--- src/rtl/uart_rx_if.sv ---
// Bundle of UART receiver line, read handshake and status signals.
// The receiver uses the slave modport; its consumer uses the master modport.
interface uart_rx_if;
   logic       serial_in;
   logic       rd_en;
   logic [7:0] rx_data;
   logic       rx_valid;
   logic       rx_full;
   logic       parity_err;
   logic       frame_err;
   logic       overrun_err;
   logic       busy;

   modport slave (
      input  serial_in, rd_en,
      output rx_data, rx_valid, rx_full, parity_err, frame_err, overrun_err, busy
   );

   modport master (
      output serial_in, rd_en,
      input  rx_data, rx_valid, rx_full, parity_err, frame_err, overrun_err, busy
   );
endinterface

--- src/rtl/uart_rx.sv ---
// UART receiver: 8 data bits LSB first, even parity, one stop bit, one-entry
// holding register with read handshake and parity/framing/overrun status.
module uart_rx #(
   parameter int unsigned CLKS_PER_BIT = 1
) (
   input logic       clk,
   input logic       rst,
   uart_rx_if.slave  rx_if
);
   localparam int unsigned CNT_W = (CLKS_PER_BIT > 1) ? $clog2(CLKS_PER_BIT) : 1;
   localparam int unsigned HALF  = (CLKS_PER_BIT - 1) / 2;
   localparam int unsigned IDX_W = 4;
   localparam logic [CNT_W-1:0] CNT_BIT   = CNT_W'(CLKS_PER_BIT - 1);
   localparam logic [CNT_W-1:0] CNT_START = CNT_W'((HALF > 0) ? HALF - 1 : 32'd0);

   typedef enum logic [2:0] {IDLE, START, DATA, PARITY, STOP} state_e;

   state_e             state_q, state_d;
   logic               sync1_q, sync1_d;
   logic               rx_s_q, rx_s_d;
   logic               rx_s_dly_q, rx_s_dly_d;
   logic [CNT_W-1:0]   cnt_q, cnt_d;
   logic [IDX_W-1:0]   idx_q, idx_d;
   logic [7:0]         shift_q, shift_d;
   logic               perr_q, perr_d;
   logic [7:0]         data_q, data_d;
   logic               valid_q, valid_d;
   logic               full_q, full_d;
   logic               par_q, par_d;
   logic               ferr_q, ferr_d;
   logic               ovr_q, ovr_d;
   logic               busy_q, busy_d;
   logic               sample_c;

   // Next-state and output computation; a sample is taken when the phase counter hits zero.
   always_comb begin
      state_d    = state_q;
      sync1_d    = rx_if.serial_in;
      rx_s_d     = sync1_q;
      rx_s_dly_d = rx_s_q;
      cnt_d      = cnt_q;
      idx_d      = idx_q;
      shift_d    = shift_q;
      perr_d     = perr_q;
      data_d     = data_q;
      valid_d    = 1'b0;
      full_d     = full_q;
      par_d      = par_q;
      ferr_d     = 1'b0;
      ovr_d      = ovr_q;
      sample_c   = (cnt_q == '0);

      if (rx_if.rd_en) full_d = 1'b0;

      case (state_q)
         IDLE: begin
            if (rx_s_dly_q && !rx_s_q) begin
               // With one clock per bit the start bit is sampled on the edge cycle itself.
               if (HALF == 0) begin
                  state_d = DATA;
                  cnt_d   = CNT_BIT;
                  idx_d   = '0;
               end else begin
                  state_d = START;
                  cnt_d   = CNT_START;
               end
            end
         end
         START: begin
            if (sample_c) begin
               if (rx_s_q) begin
                  state_d = IDLE;
               end else begin
                  state_d = DATA;
                  cnt_d   = CNT_BIT;
                  idx_d   = '0;
               end
            end else begin
               cnt_d = cnt_q - CNT_W'(1);
            end
         end
         DATA: begin
            if (sample_c) begin
               shift_d = {rx_s_q, shift_q[7:1]};
               cnt_d   = CNT_BIT;
               if (idx_q == IDX_W'(7)) state_d = PARITY;
               else                    idx_d   = idx_q + IDX_W'(1);
            end else begin
               cnt_d = cnt_q - CNT_W'(1);
            end
         end
         PARITY: begin
            if (sample_c) begin
               perr_d  = rx_s_q ^ (^shift_q);
               cnt_d   = CNT_BIT;
               state_d = STOP;
            end else begin
               cnt_d = cnt_q - CNT_W'(1);
            end
         end
         STOP: begin
            if (sample_c) begin
               state_d = IDLE;
               if (rx_s_q) begin
                  data_d  = shift_q;
                  par_d   = perr_q;
                  valid_d = 1'b1;
                  full_d  = 1'b1;
                  if (full_q && !rx_if.rd_en) ovr_d = 1'b1;
               end else begin
                  ferr_d = 1'b1;
               end
            end else begin
               cnt_d = cnt_q - CNT_W'(1);
            end
         end
         default: state_d = IDLE;
      endcase

      busy_d = (state_d != IDLE);
   end

   // State and output registers; synchronizer resets to the idle line level.
   always_ff @(posedge clk or posedge rst) begin
      if (rst) begin
         state_q    <= IDLE;
         sync1_q    <= 1'b1;
         rx_s_q     <= 1'b1;
         rx_s_dly_q <= 1'b1;
         cnt_q      <= '0;
         idx_q      <= '0;
         shift_q    <= '0;
         perr_q     <= 1'b0;
         data_q     <= '0;
         valid_q    <= 1'b0;
         full_q     <= 1'b0;
         par_q      <= 1'b0;
         ferr_q     <= 1'b0;
         ovr_q      <= 1'b0;
         busy_q     <= 1'b0;
      end else begin
         state_q    <= state_d;
         sync1_q    <= sync1_d;
         rx_s_q     <= rx_s_d;
         rx_s_dly_q <= rx_s_dly_d;
         cnt_q      <= cnt_d;
         idx_q      <= idx_d;
         shift_q    <= shift_d;
         perr_q     <= perr_d;
         data_q     <= data_d;
         valid_q    <= valid_d;
         full_q     <= full_d;
         par_q      <= par_d;
         ferr_q     <= ferr_d;
         ovr_q      <= ovr_d;
         busy_q     <= busy_d;
      end
   end

   assign rx_if.rx_data     = data_q;
   assign rx_if.rx_valid    = valid_q;
   assign rx_if.rx_full     = full_q;
   assign rx_if.parity_err  = par_q;
   assign rx_if.frame_err   = ferr_q;
   assign rx_if.overrun_err = ovr_q;
   assign rx_if.busy        = busy_q;
endmodule

--- src/flat_wrapper.sv ---
// flat-port wrapper written by rule: the top's interface ports become plain ports
module uart_rx_flat 
#(
   parameter int unsigned CLKS_PER_BIT = 1
)
  (clk, rst, rx_if_serial_in, rx_if_rd_en, rx_if_rx_data, rx_if_rx_valid, rx_if_rx_full, rx_if_parity_err, rx_if_frame_err, rx_if_overrun_err, rx_if_busy);
  uart_rx_if rx_if_i ();
  input logic clk;
  input logic rst;
  input wire logic [$bits(rx_if_i.serial_in)-1:0] rx_if_serial_in;
  input wire logic [$bits(rx_if_i.rd_en)-1:0] rx_if_rd_en;
  output wire logic [$bits(rx_if_i.rx_data)-1:0] rx_if_rx_data;
  output wire logic [$bits(rx_if_i.rx_valid)-1:0] rx_if_rx_valid;
  output wire logic [$bits(rx_if_i.rx_full)-1:0] rx_if_rx_full;
  output wire logic [$bits(rx_if_i.parity_err)-1:0] rx_if_parity_err;
  output wire logic [$bits(rx_if_i.frame_err)-1:0] rx_if_frame_err;
  output wire logic [$bits(rx_if_i.overrun_err)-1:0] rx_if_overrun_err;
  output wire logic [$bits(rx_if_i.busy)-1:0] rx_if_busy;
  assign rx_if_i.serial_in = rx_if_serial_in;
  assign rx_if_i.rd_en = rx_if_rd_en;
  assign rx_if_rx_data = rx_if_i.rx_data;
  assign rx_if_rx_valid = rx_if_i.rx_valid;
  assign rx_if_rx_full = rx_if_i.rx_full;
  assign rx_if_parity_err = rx_if_i.parity_err;
  assign rx_if_frame_err = rx_if_i.frame_err;
  assign rx_if_overrun_err = rx_if_i.overrun_err;
  assign rx_if_busy = rx_if_i.busy;
  uart_rx #(.CLKS_PER_BIT(CLKS_PER_BIT)) u_core (.clk(clk), .rst(rst), .rx_if(rx_if_i));
endmodule
--- config.mk ---
export PLATFORM = sky130hd
export DESIGN_NAME = uart_rx_flat
export DESIGN_NICKNAME = d
export VERILOG_FILES = /design/src/rtl/uart_rx_if.sv /design/src/rtl/uart_rx.sv /design/src/flat_wrapper.sv
export SDC_FILE = /design/constraint.sdc
export NUM_CORES = 1
export LEC_CHECK = 0
export CAP_MARGIN = 15
export CORE_ASPECT_RATIO = 1.2
export CORE_MARGIN = 4
export CORE_UTILIZATION = 30
export CTS_CLUSTER_DIAMETER = 200
export DETAILED_ROUTE_END_ITERATION = 8
export PLACE_DENSITY = 0.51
export SLEW_MARGIN = 40
export SYNTH_ARGS = -nofsm -noshare
export SYNTH_HDL_FRONTEND = slang
export SYNTH_SLANG_ARGS = --single-unit
--- constraint.sdc ---
create_clock -name clk -period 1.5 [get_ports clk]
set_input_delay 0.45 -clock clk [delete_from_list [all_inputs] [get_ports clk]]
set_output_delay 0.45 -clock clk [all_outputs]
set_load 0.01 [all_outputs]
==> metrics.txt <==
flops & latches, synth 33; startpoint class of the critical path register; vias in the first global route 899; CTS tree done; via count 911; LEAKAGE 0.906 nW; EDFF count, synth 0; sequential element share of the synthesized area 62.2%; first-pass detailed-route iteration total 4; Yosys warning count 0; Die Wd 68.9 µm; Final GP Congestion 0.745; port bufs 17; reg2reg start u_core.state_q[1]; Critical Path Max Stage Delay 0.39 ns; ranking of synthesized cells by area dfrtp_1, mux2_2, nand2_1; Max Cap Viol 0; outcome finished, final reports clean; DRC Markers 0; mux cell area share after synthesis 7.60%; Req. time, crit path 1.66 ns; die area 0.00558 mm²; Hold Fails Final Rpt 0; final setup fails 0; Fmax achieved 687 MHz; CP delay by family, top flip-flops; commonest non-fill, non-tap cell in the layout dfrtp_1; CTS root buffer clkbuf_8; CTS H-Tree Depth 2; Pwr Total 3.41 mW; adder-cell area share of the yosys netlist 0.938%; Synth top area share 56.3%; post-layout util 41.0%; Worst setup EP type register; Final Cell Area 0.00176 mm²; RSZ-0062 raised after global routing true; Setup CP Type reg2reg; main combinational cell family by area after synthesis simple AND/OR/NAND/NOR gates; gr usage total 10.6%; Worst slew margin 74.8%; Slowest-stage cell, CP dfrtp_1; final WL 2.51 mm; placed cell area 0.00167 mm²; post-place setup slack 0.0335 ns; Most used DFF post-synth dfrtp_1; Sink Count 33; Async SR Flop Fraction 100%; mapped cell area 0.00133 mm²; Routed Antenna Nets 0; Die Y 81.0 µm; grt ovf 0; initial antenna violation count 0; P&R area growth vs syn 32.1%; first-pass GRT wire length 4.22 mm; crit-path cells buf_4 > and4bb_2 > buf_12 > mux2_2; post-synth net total 115; DR WL/cell 12.6 µm; Worst-path clk slew 0.06 ns; Synth Area in Simple Gates 14.0%; Compound-Gate Fraction of Synth Area 7.04%; # rows 26; post-synthesis cell type count 31; Post-Syn Area per Cell 12.1 µm²; worst min path class reg2reg; PwrDens 1940 mW/mm²; worst hold start u_core.rx_s_d; drt via density 4.56; starting density of the core 31.1%; Least-Margin Pin Slew 0.373 ns; Hold-fix buffers, CTS 0; Bufs and invs on worst path 2; largest net degree at the start of global routing 34; DP HPWL 1.78 mm; io pins 18; setup ws final 0.0438 ns; Final Skew 0.00442 ns; Worst IR Drop VDD 512 µV; Hold Slack 0.369 ns; Slew Limit Fails 0; post-synth top area cell dfrtp_1; Final Net Count 149; total CTS buffers 5; Clock Tree Buf Depth 2; share of layout cells above drive strength 1 27.8%; Worst-Skew Late Latency 0.27 ns; crit-path max FO 12; ant diodes 0; fin crit share 97.1%; Mapped Cells 110; fin crit period 1.46 ns; Worst Setup SP u_core.state_q[1]; Critical Path AT 1.61 ns; DRT iter0 DRCs 34; Synth Area in XOR/XNOR 5.63%; core area 0.00429 mm²; commonest cells after routing, fill and taps aside dfrtp_1, nand2_1, dlygate4sd2_1
kinds of logic (layout without fill, tap and decap cells):
logic type / count (synthesis) / count (layout)
AND/OR/NAND/NOR: 38 / 38
flip-flops: 33 / 33
AO/OA/AOI/OAI: 15 / 15
multiplexers: 9 / 9
XOR/XNOR: 7 / 7
buffers and inverters: 7 / 41
adder cells (fa/ha/maj): 1 / 1
registers in the layout (all words and copies together), names as in the netlist, 3 cells and up:
signal / cells
u_core.shift_q: 8
u_core.state_q: 3
u_core.idx_q: 4
u_core.rx_if.rx_data: 8
synth_stat cells, types with 2 or more instances:
master   instances
dfrtp_1         30
nand2_1         27
mux2_2           9
inv_1            4
o21ai_0          4
xnor2_1          4
a21oi_1          3
dfstp_2          3
o21ai_1          2
or3_1            2
xor2_1           2
layer usage:
metal,GRT usage [%],part of all wire [%]
met5,0,0
met4,5.85,2.8
met3,4.01,4.5
met2,16.9,50
met1,12.1,43
per-stage QoR:
stage | TNS, ns | cells
global route | -0.0227 | 200
global placement | 0 | 192
CTS | 0 | 199
detailed placement | 0 | 192
finish | 0 | 200
floorplan | 0 | 110
cell type report:
type,count,area [µm²]
clock buffer,7,86.3
sequential,33,830
inverter,4,15.0
multi-input combinational,70,485
tap,56,70.1
fill,449,2530
timing repair buffer,30,275
path summary, 6_finish.rpt:
kind,to,slack (ns),cells after the start
max in group asynchronous,u_core.rx_s_dly_q,0.73,3
worst min register to register,u_core.rx_s_dly_d,0.37,0
min in group asynchronous,u_core.state_q[2],0.52,3
worst max register to register,u_core.rx_if.parity_err,0.04,4
worst max-delay path,u_core.rx_if.parity_err,0.04,4
worst min-delay path,u_core.rx_s_dly_d,0.37,0
repair_timing:
item,in CTS,in global routing
setup buffers,0,1
pin swaps,0,1
gates resized for setup,14,5
endpoints found under the setup margin,14,4
endpoints found under the hold margin,0,0
gates cloned,0,0
report_power, final:
group | switching, mW | internal (mW)
Sequential | 0.220 | 1.16
Combinational | 0.648 | 0.738
Clock | 0.282 | 0.363
Note: power is estimated with default switching activity, not from simulation.
